$ cat src/rtl/ps2_command_sequencer.sv
// PS/2 host command sequencer: keyboard reset/BAT handshake, optional set-LEDs command, scan-code filter.
// Define PS2_SEQ_LED_EN to include the LED update path (0xED + argument).
module ps2_command_sequencer #(
    parameter int ACK_TIMEOUT = 1_000_000,
    parameter int BAT_TIMEOUT = 37_500_000,
    parameter int MAX_RETRY   = 3
) (
    input  logic       CLOCK_50,
    input  logic       reset,
    input  logic [7:0] ps2_data,
    input  logic       ps2_data_en,
    input  logic       cmd_sent,
    input  logic       cmd_timeout,
    output logic [7:0] cmd_data,
    output logic       cmd_send,
    input  logic       led_req,
    input  logic [2:0] led_value,
    output logic       led_done,
    output logic       ready,
    output logic       error,
    output logic [7:0] key_data,
    output logic       key_valid
);

    localparam logic [25:0] ACK_TO    = 26'(ACK_TIMEOUT);
    localparam logic [25:0] BAT_TO    = 26'(BAT_TIMEOUT);
    localparam logic [7:0]  RETRY_MAX = 8'(MAX_RETRY);

`ifdef PS2_SEQ_LED_EN
    typedef enum logic [3:0] {
        S_RST_SEND, S_RST_ACK, S_BAT, S_IDLE,
        S_LED_SEND, S_LED_ACK, S_ARG_SEND, S_ARG_ACK, S_ERROR
    } state_t;
`else
    typedef enum logic [3:0] {
        S_RST_SEND, S_RST_ACK, S_BAT, S_IDLE, S_ERROR
    } state_t;
`endif

    state_t      state_q, state_d, retry_state;
    logic [7:0]  retry_q, retry_d;
    logic [25:0] wait_q, wait_d, wait_inc;
    logic [7:0]  cmd_data_q, cmd_data_d;
    logic        cmd_send_q, cmd_send_d;
    logic        ready_q, ready_d;
    logic        error_q, error_d;
    logic [7:0]  key_data_q, key_data_d;
    logic        key_valid_q, key_valid_d;
    logic        fail;
    logic        byte_fa, byte_fe, byte_aa, byte_fc;

`ifdef PS2_SEQ_LED_EN
    logic [2:0]  led_val_q, led_val_d;
    logic        led_done_q, led_done_d;
`else
    logic        unused_led;
    assign unused_led = &{1'b0, led_req, led_value};
`endif

    assign byte_fa  = ps2_data_en && (ps2_data == 8'hFA);
    assign byte_fe  = ps2_data_en && (ps2_data == 8'hFE);
    assign byte_aa  = ps2_data_en && (ps2_data == 8'hAA);
    assign byte_fc  = ps2_data_en && (ps2_data == 8'hFC);
    assign wait_inc = (wait_q == 26'h3FF_FFFF) ? wait_q : wait_q + 26'd1;

    always_comb begin
        state_d     = state_q;
        retry_state = state_q;
        retry_d     = retry_q;
        wait_d      = wait_q;
        cmd_data_d  = cmd_data_q;
        cmd_send_d  = 1'b0;
        key_data_d  = key_data_q;
        key_valid_d = 1'b0;
        fail        = 1'b0;
`ifdef PS2_SEQ_LED_EN
        led_val_d   = led_val_q;
        led_done_d  = 1'b0;
`endif
        case (state_q)
            S_RST_SEND: begin
                cmd_data_d = 8'hFF;
                if (cmd_sent) state_d = S_RST_ACK;
                else if (cmd_timeout) begin
                    fail        = 1'b1;
                    retry_state = S_RST_SEND;
                end else cmd_send_d = 1'b1;
            end
            S_RST_ACK: begin
                if (byte_fa) begin
                    retry_d = 8'd0;
                    state_d = S_BAT;
                end else if (byte_fe || wait_q >= ACK_TO) begin
                    fail        = 1'b1;
                    retry_state = S_RST_SEND;
                end else wait_d = wait_inc;
            end
            // A failed self-test counts against the reset command, so retry resends 0xFF.
            S_BAT: begin
                if (byte_aa) state_d = S_IDLE;
                else if (byte_fc || wait_q >= BAT_TO) begin
                    fail        = 1'b1;
                    retry_state = S_RST_SEND;
                end else wait_d = wait_inc;
            end
            S_IDLE: begin
                if (ps2_data_en) begin
                    key_valid_d = 1'b1;
                    key_data_d  = ps2_data;
                end
`ifdef PS2_SEQ_LED_EN
                if (led_req) begin
                    led_val_d = led_value;
                    state_d   = S_LED_SEND;
                end
`endif
            end
`ifdef PS2_SEQ_LED_EN
            S_LED_SEND: begin
                cmd_data_d = 8'hED;
                if (cmd_sent) state_d = S_LED_ACK;
                else if (cmd_timeout) begin
                    fail        = 1'b1;
                    retry_state = S_LED_SEND;
                end else cmd_send_d = 1'b1;
            end
            S_LED_ACK: begin
                if (byte_fa) begin
                    retry_d = 8'd0;
                    state_d = S_ARG_SEND;
                end else if (byte_fe || wait_q >= ACK_TO) begin
                    fail        = 1'b1;
                    retry_state = S_LED_SEND;
                end else wait_d = wait_inc;
            end
            S_ARG_SEND: begin
                cmd_data_d = {5'b0, led_val_q};
                if (cmd_sent) state_d = S_ARG_ACK;
                else if (cmd_timeout) begin
                    fail        = 1'b1;
                    retry_state = S_ARG_SEND;
                end else cmd_send_d = 1'b1;
            end
            S_ARG_ACK: begin
                if (byte_fa) begin
                    retry_d    = 8'd0;
                    state_d    = S_IDLE;
                    led_done_d = 1'b1;
                end else if (byte_fe || wait_q >= ACK_TO) begin
                    fail        = 1'b1;
                    retry_state = S_ARG_SEND;
                end else wait_d = wait_inc;
            end
`endif
            S_ERROR: state_d = S_ERROR;
            default: state_d = S_ERROR;
        endcase

        if (fail) begin
            if (retry_q < RETRY_MAX) begin
                retry_d = retry_q + 8'd1;
                state_d = retry_state;
            end else state_d = S_ERROR;
        end
        if (state_d != state_q) wait_d = 26'd0;

        ready_d = (state_d == S_IDLE);
        error_d = error_q | (state_d == S_ERROR);
    end

    always_ff @(posedge CLOCK_50 or posedge reset) begin
        if (reset) begin
            state_q     <= S_RST_SEND;
            retry_q     <= 8'd0;
            wait_q      <= 26'd0;
            cmd_data_q  <= 8'h00;
            cmd_send_q  <= 1'b0;
            ready_q     <= 1'b0;
            error_q     <= 1'b0;
            key_data_q  <= 8'h00;
            key_valid_q <= 1'b0;
`ifdef PS2_SEQ_LED_EN
            led_val_q   <= 3'b000;
            led_done_q  <= 1'b0;
`endif
        end else begin
            state_q     <= state_d;
            retry_q     <= retry_d;
            wait_q      <= wait_d;
            cmd_data_q  <= cmd_data_d;
            cmd_send_q  <= cmd_send_d;
            ready_q     <= ready_d;
            error_q     <= error_d;
            key_data_q  <= key_data_d;
            key_valid_q <= key_valid_d;
`ifdef PS2_SEQ_LED_EN
            led_val_q   <= led_val_d;
            led_done_q  <= led_done_d;
`endif
        end
    end

    assign cmd_data  = cmd_data_q;
    assign cmd_send  = cmd_send_q;
    assign ready     = ready_q;
    assign error     = error_q;
    assign key_data  = key_data_q;
    assign key_valid = key_valid_q;
`ifdef PS2_SEQ_LED_EN
    assign led_done  = led_done_q;
`else
    assign led_done  = 1'b0;
`endif

endmodule

$ cat config.mk
export PLATFORM = sky130hd
export DESIGN_NAME = ps2_command_sequencer
export DESIGN_NICKNAME = d
export VERILOG_FILES = /design/src/rtl/ps2_command_sequencer.sv
export SDC_FILE = /design/constraint.sdc
export NUM_CORES = 1
export LEC_CHECK = 0
export ABC_AREA = 1
export CORE_UTILIZATION = 56
export CTS_CLUSTER_DIAMETER = 30
export DETAILED_ROUTE_END_ITERATION = 6
export PLACE_DENSITY = 0.9
export SKIP_CTS_REPAIR_TIMING = 1
export SLEW_MARGIN = 20
export SYNTH_ARGS = -nofsm -noshare
export SYNTH_HDL_FRONTEND = slang
export SYNTH_SLANG_ARGS = --single-unit
$ cat constraint.sdc
create_clock -name CLOCK_50 -period 2.6 [get_ports CLOCK_50]
set_clock_uncertainty 0.2 [all_clocks]
set_input_delay 0.39 -clock CLOCK_50 [delete_from_list [all_inputs] [get_ports CLOCK_50]]
set_output_delay 0.39 -clock CLOCK_50 [all_outputs]
set_load 0.01 [all_outputs]
# --- Word-level counts from Yosys, hierarchy flattened ---
# Cells that the tools add are included.
word_totals:
  word_cells: 76
  n_memories: 0
  out_inout_bits: 21
  romBits: 0
  mem_bits_rw: 0
  latch_bits: 0
  register_bits: 51
classes:
  magnitude_cmp: 3
  shifts: 0
  mux: 36
  n_bitwise: 1
  reduce_logical: 10
  multipliers: 0
  add_sub_neg: 2
  n_div: 0
  eq_ne: 15
ops:
  columns: ["op", "n"]
  rows:
  - ["$mux W26", 6]
  - ["$pmux W26 S2", 1]
  - ["$mux W4", 11]
  - ["$eq A8 B8 Y1 const B", 4]
  - ["$mux W8", 4]
  - ["$add A26 B1 Y26 const B", 1]
  - ["$eq A26 B26 Y1 const B", 1]
  - ["$ge A26 B20 Y1 const B", 1]
  - ["$ge A26 B26 Y1 const B", 1]
  - ["$pmux W4 S4", 1]
  - ["$eq A4 B2 Y1 const B", 3]
  - ["$ne A3 B3 Y1 const B", 4]
  - ["$pmux W4 S3", 1]
  - ["$mux W1", 11]
  - ["$add A8 B1 Y8 const B", 1]
  - ["$lt A8 B2 Y1 const B", 1]
  - ["$reduce_and A5 Y1", 1]
  - ["$eq A4 B1 Y1 const B", 1]
  - ["$eq A4 B3 Y1 const B", 1]
  - ["$logic_and A1 B1 Y1", 4]
  - ["$logic_not A4 Y1", 1]
  - ["$ne A4 B4 Y1", 1]
  - ["$pmux W1 S3", 1]
  - ["$reduce_bool A3 Y1", 1]
  - ["3 further kinds", 4]

# --- Longest topological paths before layout ---
depth:
  ltp_word: 11
  mapped_depth: 14
  ltp_nobuf: 14

# --- Worst setup path before layout ---
# OpenSTA, ideal clock, no wires.
synth_timing:
  kind: "reg-to-reg"
  startpoint: "register state_q[2]"
  endpoint: "register wait_q[21]"
  setup_time_ns: 0.120
  slack_ns: 0.649
  period_less_slack_ns: 1.951
  stages_incl_launch_ff: 12
  path_buffers: 1
  arrival_ns: 1.631
  path_cell_list: "dfrtp_1 > nor2_2 > inv_1 > nor3_4 > inv_1 > nand2_1 > and2_4 > nand3_4 > buf_6 > nor2_1 > xor2_1 > nor2_1"
synth_between:
  elab_chain_cells: 8
synth_lines:
  columns: ["item", "line", "source"]
  rows:
  - ["start, declared", "40", "state_t state_q, state_d, retry_state;"]
  - ["start signal, assigned", "187", "state_q <= state_d;"]
  - ["$mux W4 (on tied branches)", "101, 84, 93", null]
  - ["$mux W4 (on tied branches)", "100, 83, 90", null]
  - ["$pmux W4 S3", "80", "case (state_q)"]
  - ["$mux W4", "160", "if (retry_q < RETRY_MAX) begin"]
  - ["$mux W4", "159", "if (fail) begin"]
  - ["$ne A4 B4 Y1", "165", "if (state_d != state_q) wait_d = 26'd0;"]
  - ["$ne A3 B3 Y1 (no line) or $reduce_bool A3 Y1 (tied branches)", null, null]
  - ["$reduce_and A5 Y1 (no line)", null, null]
  - ["end signal, assigned", "189", "wait_q <= wait_d;"]
  - ["end, declared", "42", "logic [25:0] wait_q, wait_d, wait_inc;"]
# Several ways; a longest one is shown, not always the timed one.
# A chain may end at the register's enable or synchronous reset.

# --- Final worst setup path ---
layout_timing:
  startpoint: "register state_q[3]"
  endpoint: "register wait_q[19]"
# Same word-level chain as after synthesis.

==> flow_metrics.env <==
export IMPL_status="finished clean"
export IMPL_rows=26
export IMPL_r2r_cells=11
export IMPL_syn_to_final_growth_pct=18.2
export IMPL_die_h_um=75.3
export IMPL_core_um2=5140
export IMPL_grt_overflow=0
export IMPL_swShare=0.226
export IMPL_antenna_diode_count=0
export IMPL_globalRouteTotalUtil=0.243
export IMPL_finalPower_w=0.00149
export IMPL_dp_hpwl_um=4690
export IMPL_finalMaxSlewViolations=0
export IMPL_final_antenna_net_count=0
export IMPL_vias_per_cell=5.09
export IMPL_p_seq_frac=0.540
export IMPL_p_comb_frac=0.086
export IMPL_rsz0062_at_grt="no"
export IMPL_p_sw_w=0.000337
export IMPL_rr_startpoint="state_q[3]"
export IMPL_synth_top_area_share=0.425
export IMPL_crit_path_max_incr_delay_ns=0.40
export IMPL_post_drt_wl_per_cell_um=11.7
export IMPL_layout_drive_gt1_share=0.0758
export IMPL_path_depth=11
export IMPL_path_cells="nor2_2 -> inv_1 -> nor3_4 -> nand2_1 -> buf_4 -> nand2_1 -> nand3_1 -> nor2_1 -> nand4_1 -> o21ai_0 -> a21oi_1"
export IMPL_vias=2710
export IMPL_power_leakage_nw=1.72
export IMPL_clk_path_buf_depth=2
export IMPL_use_met3=0.0415
export IMPL_hold_slack_ns=0.188
export IMPL_start_util=0.585
export IMPL_vdd_drop_max_uv=260
export IMPL_post_place_cells=524
export IMPL_n_fill_cell=432
export IMPL_period_needed_ns=2.37
export IMPL_clk_latency_ns=0.31
export IMPL_antenna_found_initial=0
export IMPL_crit_required_ns=2.60
export IMPL_cp_max_fo=4
export IMPL_synthTopCellsByArea="dfrtp_1 (42%), nand2_1 (15%), nor2_1 (9.1%)"
export IMPL_drt_first_iter_violations=188
export IMPL_gp_congestion=0.903
export IMPL_syn_inst=422
export IMPL_final_nets=481
export IMPL_cts_buffers=5
export IMPL_io_pin_count=38
export IMPL_startpoint="state_q[3]"
export IMPL_dieArea_um2=5660
export IMPL_met1_usage=0.300
export IMPL_synth_seq_cells=51
export IMPL_cp_arrival_ns=2.37
export IMPL_clock_sinks=51
export IMPL_synthDistinctLibCells=28
export IMPL_portBuffers=32
export IMPL_yosysTopAreaCell="dfrtp_1"
export IMPL_die_x_um=75.3
export IMPL_tns_ns=0
export IMPL_setup_viol=0
export IMPL_cts_reportedPaths_clkPinSlew_ns=0.10
export IMPL_period_share=0.912
export IMPL_fin_ws_ns=0.228
export IMPL_holdCritPathClass="in2async"
export IMPL_grt_max_degree=32
export IMPL_gr_max_usage_layer="met2"
export IMPL_drc=0
export IMPL_ys_seq_area_frac=0.425
export IMPL_hold_viol=0
export IMPL_synth_area_um2=3010
export IMPL_pwr_share_clk=0.374
export IMPL_p_per_area_nw_per_um2=419
export IMPL_p_int_w=0.00115
export IMPL_drtPass1Iterations=5
export IMPL_grt_util_met2=0.421
export IMPL_drv_cap=0
export IMPL_wl_um=6220
export IMPL_path_common_cell="nand2_1"
export IMPL_cts_tree="done"
export IMPL_final_cell_mix="nand2_1 (118), nor2_1 (73), inv_1 (65)"
export IMPL_grt_first_pass_wirelength_um=10500
export IMPL_max_freq_mhz=422
export IMPL_critPathBufInv=2
export IMPL_worstSetupPathType="reg2reg"
export IMPL_ctsHtreeMaxLevel=2
export IMPL_post_place_ws_ns=-0.0151
export IMPL_ys_warn_count=0
export IMPL_ctsRootBufferMaster="clkbuf_8"
export IMPL_cp_slowest_cell="dfrtp_1"
export IMPL_syn_area_per_cell_um2=7.12
export IMPL_path_delay_family="simple AND/OR/NAND/NOR gates"
export IMPL_layout_commonest_cell="nand2_1"
export IMPL_fin_cells=532
export IMPL_cp_end_kind="flip-flop"
export IMPL_startpoint_type="flip-flop"
export IMPL_grt_pass1_vias=2513
## synth_stat cells
cell,n
nand2_1,118
nand2_2,2
dfrtp_1,51
clkbuf_1,1
ha_1,3
buf_4,8
nand3b_1,1
a21boi_0,1
a21oi_2,1
nand4_1,10
and2_1,1
xor2_1,13
inv_2,2
inv_1,66
nor2_1,73
nor4_1,2
nor3_4,2
nand3_2,1
conb_1,1
nand3_1,26
and2_4,1
nand3_4,2
buf_6,3
nor3_1,10
a21oi_1,6
or2_2,1
o21ai_0,13
nor2_2,3
## power by group through the flow
stage	logic [W]	registers, W	clock network [W]
after floorplan	0.0000728	0.000821	0
after global placement	0.000126	0.000820	0
after detailed placement	0.000130	0.000821	0
after CTS	0.000131	0.000805	0.000572
after global routing	0.000141	0.000806	0.000599
final	0.000128	0.000804	0.000557
## layout make-up
type                            count  area (µm²)  share of cell area
Multi-Input combinational cell    292        1380               0.389
Sequential cell                    51        1280               0.359
Timing Repair Buffer               43         440               0.124
Inverter                           68         255              0.0719
Tap cell                           70        87.6              0.0247
Clock buffer                        5        68.8              0.0194
Clock inverter                      3        43.8              0.0123
## flip-flops by register name (all words and copies together) (netlist names)
name and flops:
cmd_data 1, cmd_send 1, error 1, key_data 8, key_valid 1, ready 1
retry_q 8, state_q 4, wait_q 26
## cells by family (layout without fill, tap and decap cells)
| logic type | count (synthesis) | count (layout) | synth area share |
|---|---|---|---|
| buf+inv | 80 | 119 | 0.117 |
| fa+ha+maj | 3 | 3 | 0.0125 |
| compound gates | 21 | 21 | 0.0371 |
| flops | 51 | 51 | 0.425 |
| simple gates | 253 | 253 | 0.369 |
| other cells | 1 | 2 | 0.00125 |
| xor+xnor | 13 | 13 | 0.0379 |
## per-stage QoR
step,util,area [µm²]
after floorplan,-,3010
after global placement,0.669,3440
after detailed placement,0.669,3440
after CTS,0.691,3550
after global routing,0.691,3550
final,0.691,3550
## path summary, 6_finish.rpt
path / end / slack [ns]
setup / recovery: wait_q[19] / 0.23
hold / removal: retry_q[7] / 0.19
setup reg to reg: wait_q[19] / 0.23
hold reg to reg: retry_q[3] / 0.27
max in group asynchronous: wait_q[11] / 1.51
min in group CLOCK_50: retry_q[3] / 0.27
## routing by layer
metal | routed length, µm | vias to the layer above
li1 | - | 1364
met1 | 2800 | 1270
met2 | 3060 | 65
met3 | 243 | 11
met4 | 108 | 0
met5 | 0 | -
No activity file was read; power rests on OpenSTA's default activity.
==> RTL edit (same settings) <==
Re-encode `state_t` (5 states) as one-hot, 5 bits wide.
--- a/src/rtl/ps2_command_sequencer.sv
+++ b/src/rtl/ps2_command_sequencer.sv
@@ -33,6 +33,6 @@
     } state_t;
 `else
-    typedef enum logic [3:0] {
-        S_RST_SEND, S_RST_ACK, S_BAT, S_IDLE, S_ERROR
+    typedef enum logic [4:0] {
+        S_RST_SEND = 5'b00001, S_RST_ACK = 5'b00010, S_BAT = 5'b00100, S_IDLE = 5'b01000, S_ERROR = 5'b10000
     } state_t;
 `endif
Check against the original RTL: no difference found for any inputs over 10 cycles, from zero or initial values and one cycle with reset high; not proved beyond that.
==> RTL edit against the unedited design <==
- utilization rose by 3.0 points
- synthesized cell count decreased by 7.3%
- cell area increased by 4.4%
- largest cell class unchanged
- combinational power shrank 39%
- total power fell by 7.9%
- wire length up 15%
- global-route usage rose by 1.3 points
- worst setup slack got worse by 0.17 ns
- register-to-register slack got worse by 0.14 ns
- sequential cell count up 1
- final cell count down 2.1%
- synthesized area increased by 0.71%
- critical endpoint is now wait_q[23]
==> RTL edit: results (changes against the unedited design) <==
- CP startpoint: ps2_data[2] (was state_q[3])
- Non-clk bufs: 64 (was 43)
- P_comb: 78.3 uW (was 128 uW)
- Peak supply drop: 0.379 mV (was 0.260 mV)
- Fraction of layout cells with a size suffix above 1: 17.7% (was 7.58%)
- Clk sinks: 52 (was 51)
- Clock buf count: 6 (was 5)
- WHS: 0.226 ns (was 0.188 ns)
- CP max stage cell: clkdlybuf4s50_1 (was dfrtp_1)
- DRT iter0 DRCs: 231 (was 188)
- Post-synth top cells: 83 x nand2_1, 57 x inv_1, 53 x nor2_1 (was 118 x nand2_1, 73 x nor2_1, 66 x inv_1)
- Final cell count without fillers: 521 (was 532)
- Clk tree area frac: 2.50% (was 3.17%)
- Aggregate global-route resource usage: 25.6% (was 24.3%)
- Seq group: 818 uW (was 804 uW)
- Signal inverters: 59 (was 68)
- Pin count of the biggest net entering global routing: 25 (was 32)
- R2R Path Start: state_q[1] (was state_q[3])
- Area occupied by multi-input gates: 0.00143 sq mm (was 0.00138 sq mm)
- Net count, final: 470 (was 481)
- Dpl ws: -0.247 ns (was -0.0151 ns)
- Int Pwr: 1.07 mW (was 1.15 mW)
- Dpl cell area: 0.00352 sq mm (was 0.00344 sq mm)
- Vias in the first global route: 2539 (was 2513)
- Status: complete, no violations (unchanged)
- Final WL: 7170 um (was 6220 um)
-- RTL edit: final timing paths --
kind                          endpoint  cells past startpoint
setup / recovery            wait_q[23]                     14
hold / removal              wait_q[10]                      2
setup reg to reg            wait_q[12]                     14
min in group CLOCK_50      key_data[5]                      2
max in group asynchronous  key_data[0]                      3
hold reg to reg            key_data[5]                      2
-- RTL edit: routing by layer --
layer | track usage, % | share of wire, % | wire (um)
met1 | 32.5 | 40 | 2890
met2 | 44.4 | 51 | 3650
met3 | 4.63 | 6.3 | 449
met4 | 8.44 | 2.6 | 185
met5 | 0 | 0 | 0
-- RTL edit: logic make-up after synthesis --
family | count (synthesis) | share of synthesized area [%]
adder cells (fa/ha/maj) | 3 | 1.24
flip-flops | 52 | 43.0
buffers and inverters | 72 | 10.9
AO/OA/AOI/OAI | 16 | 3.18
XOR/XNOR | 15 | 4.34
other | 1 | 0.124
AND/OR/NAND/NOR | 232 | 37.2
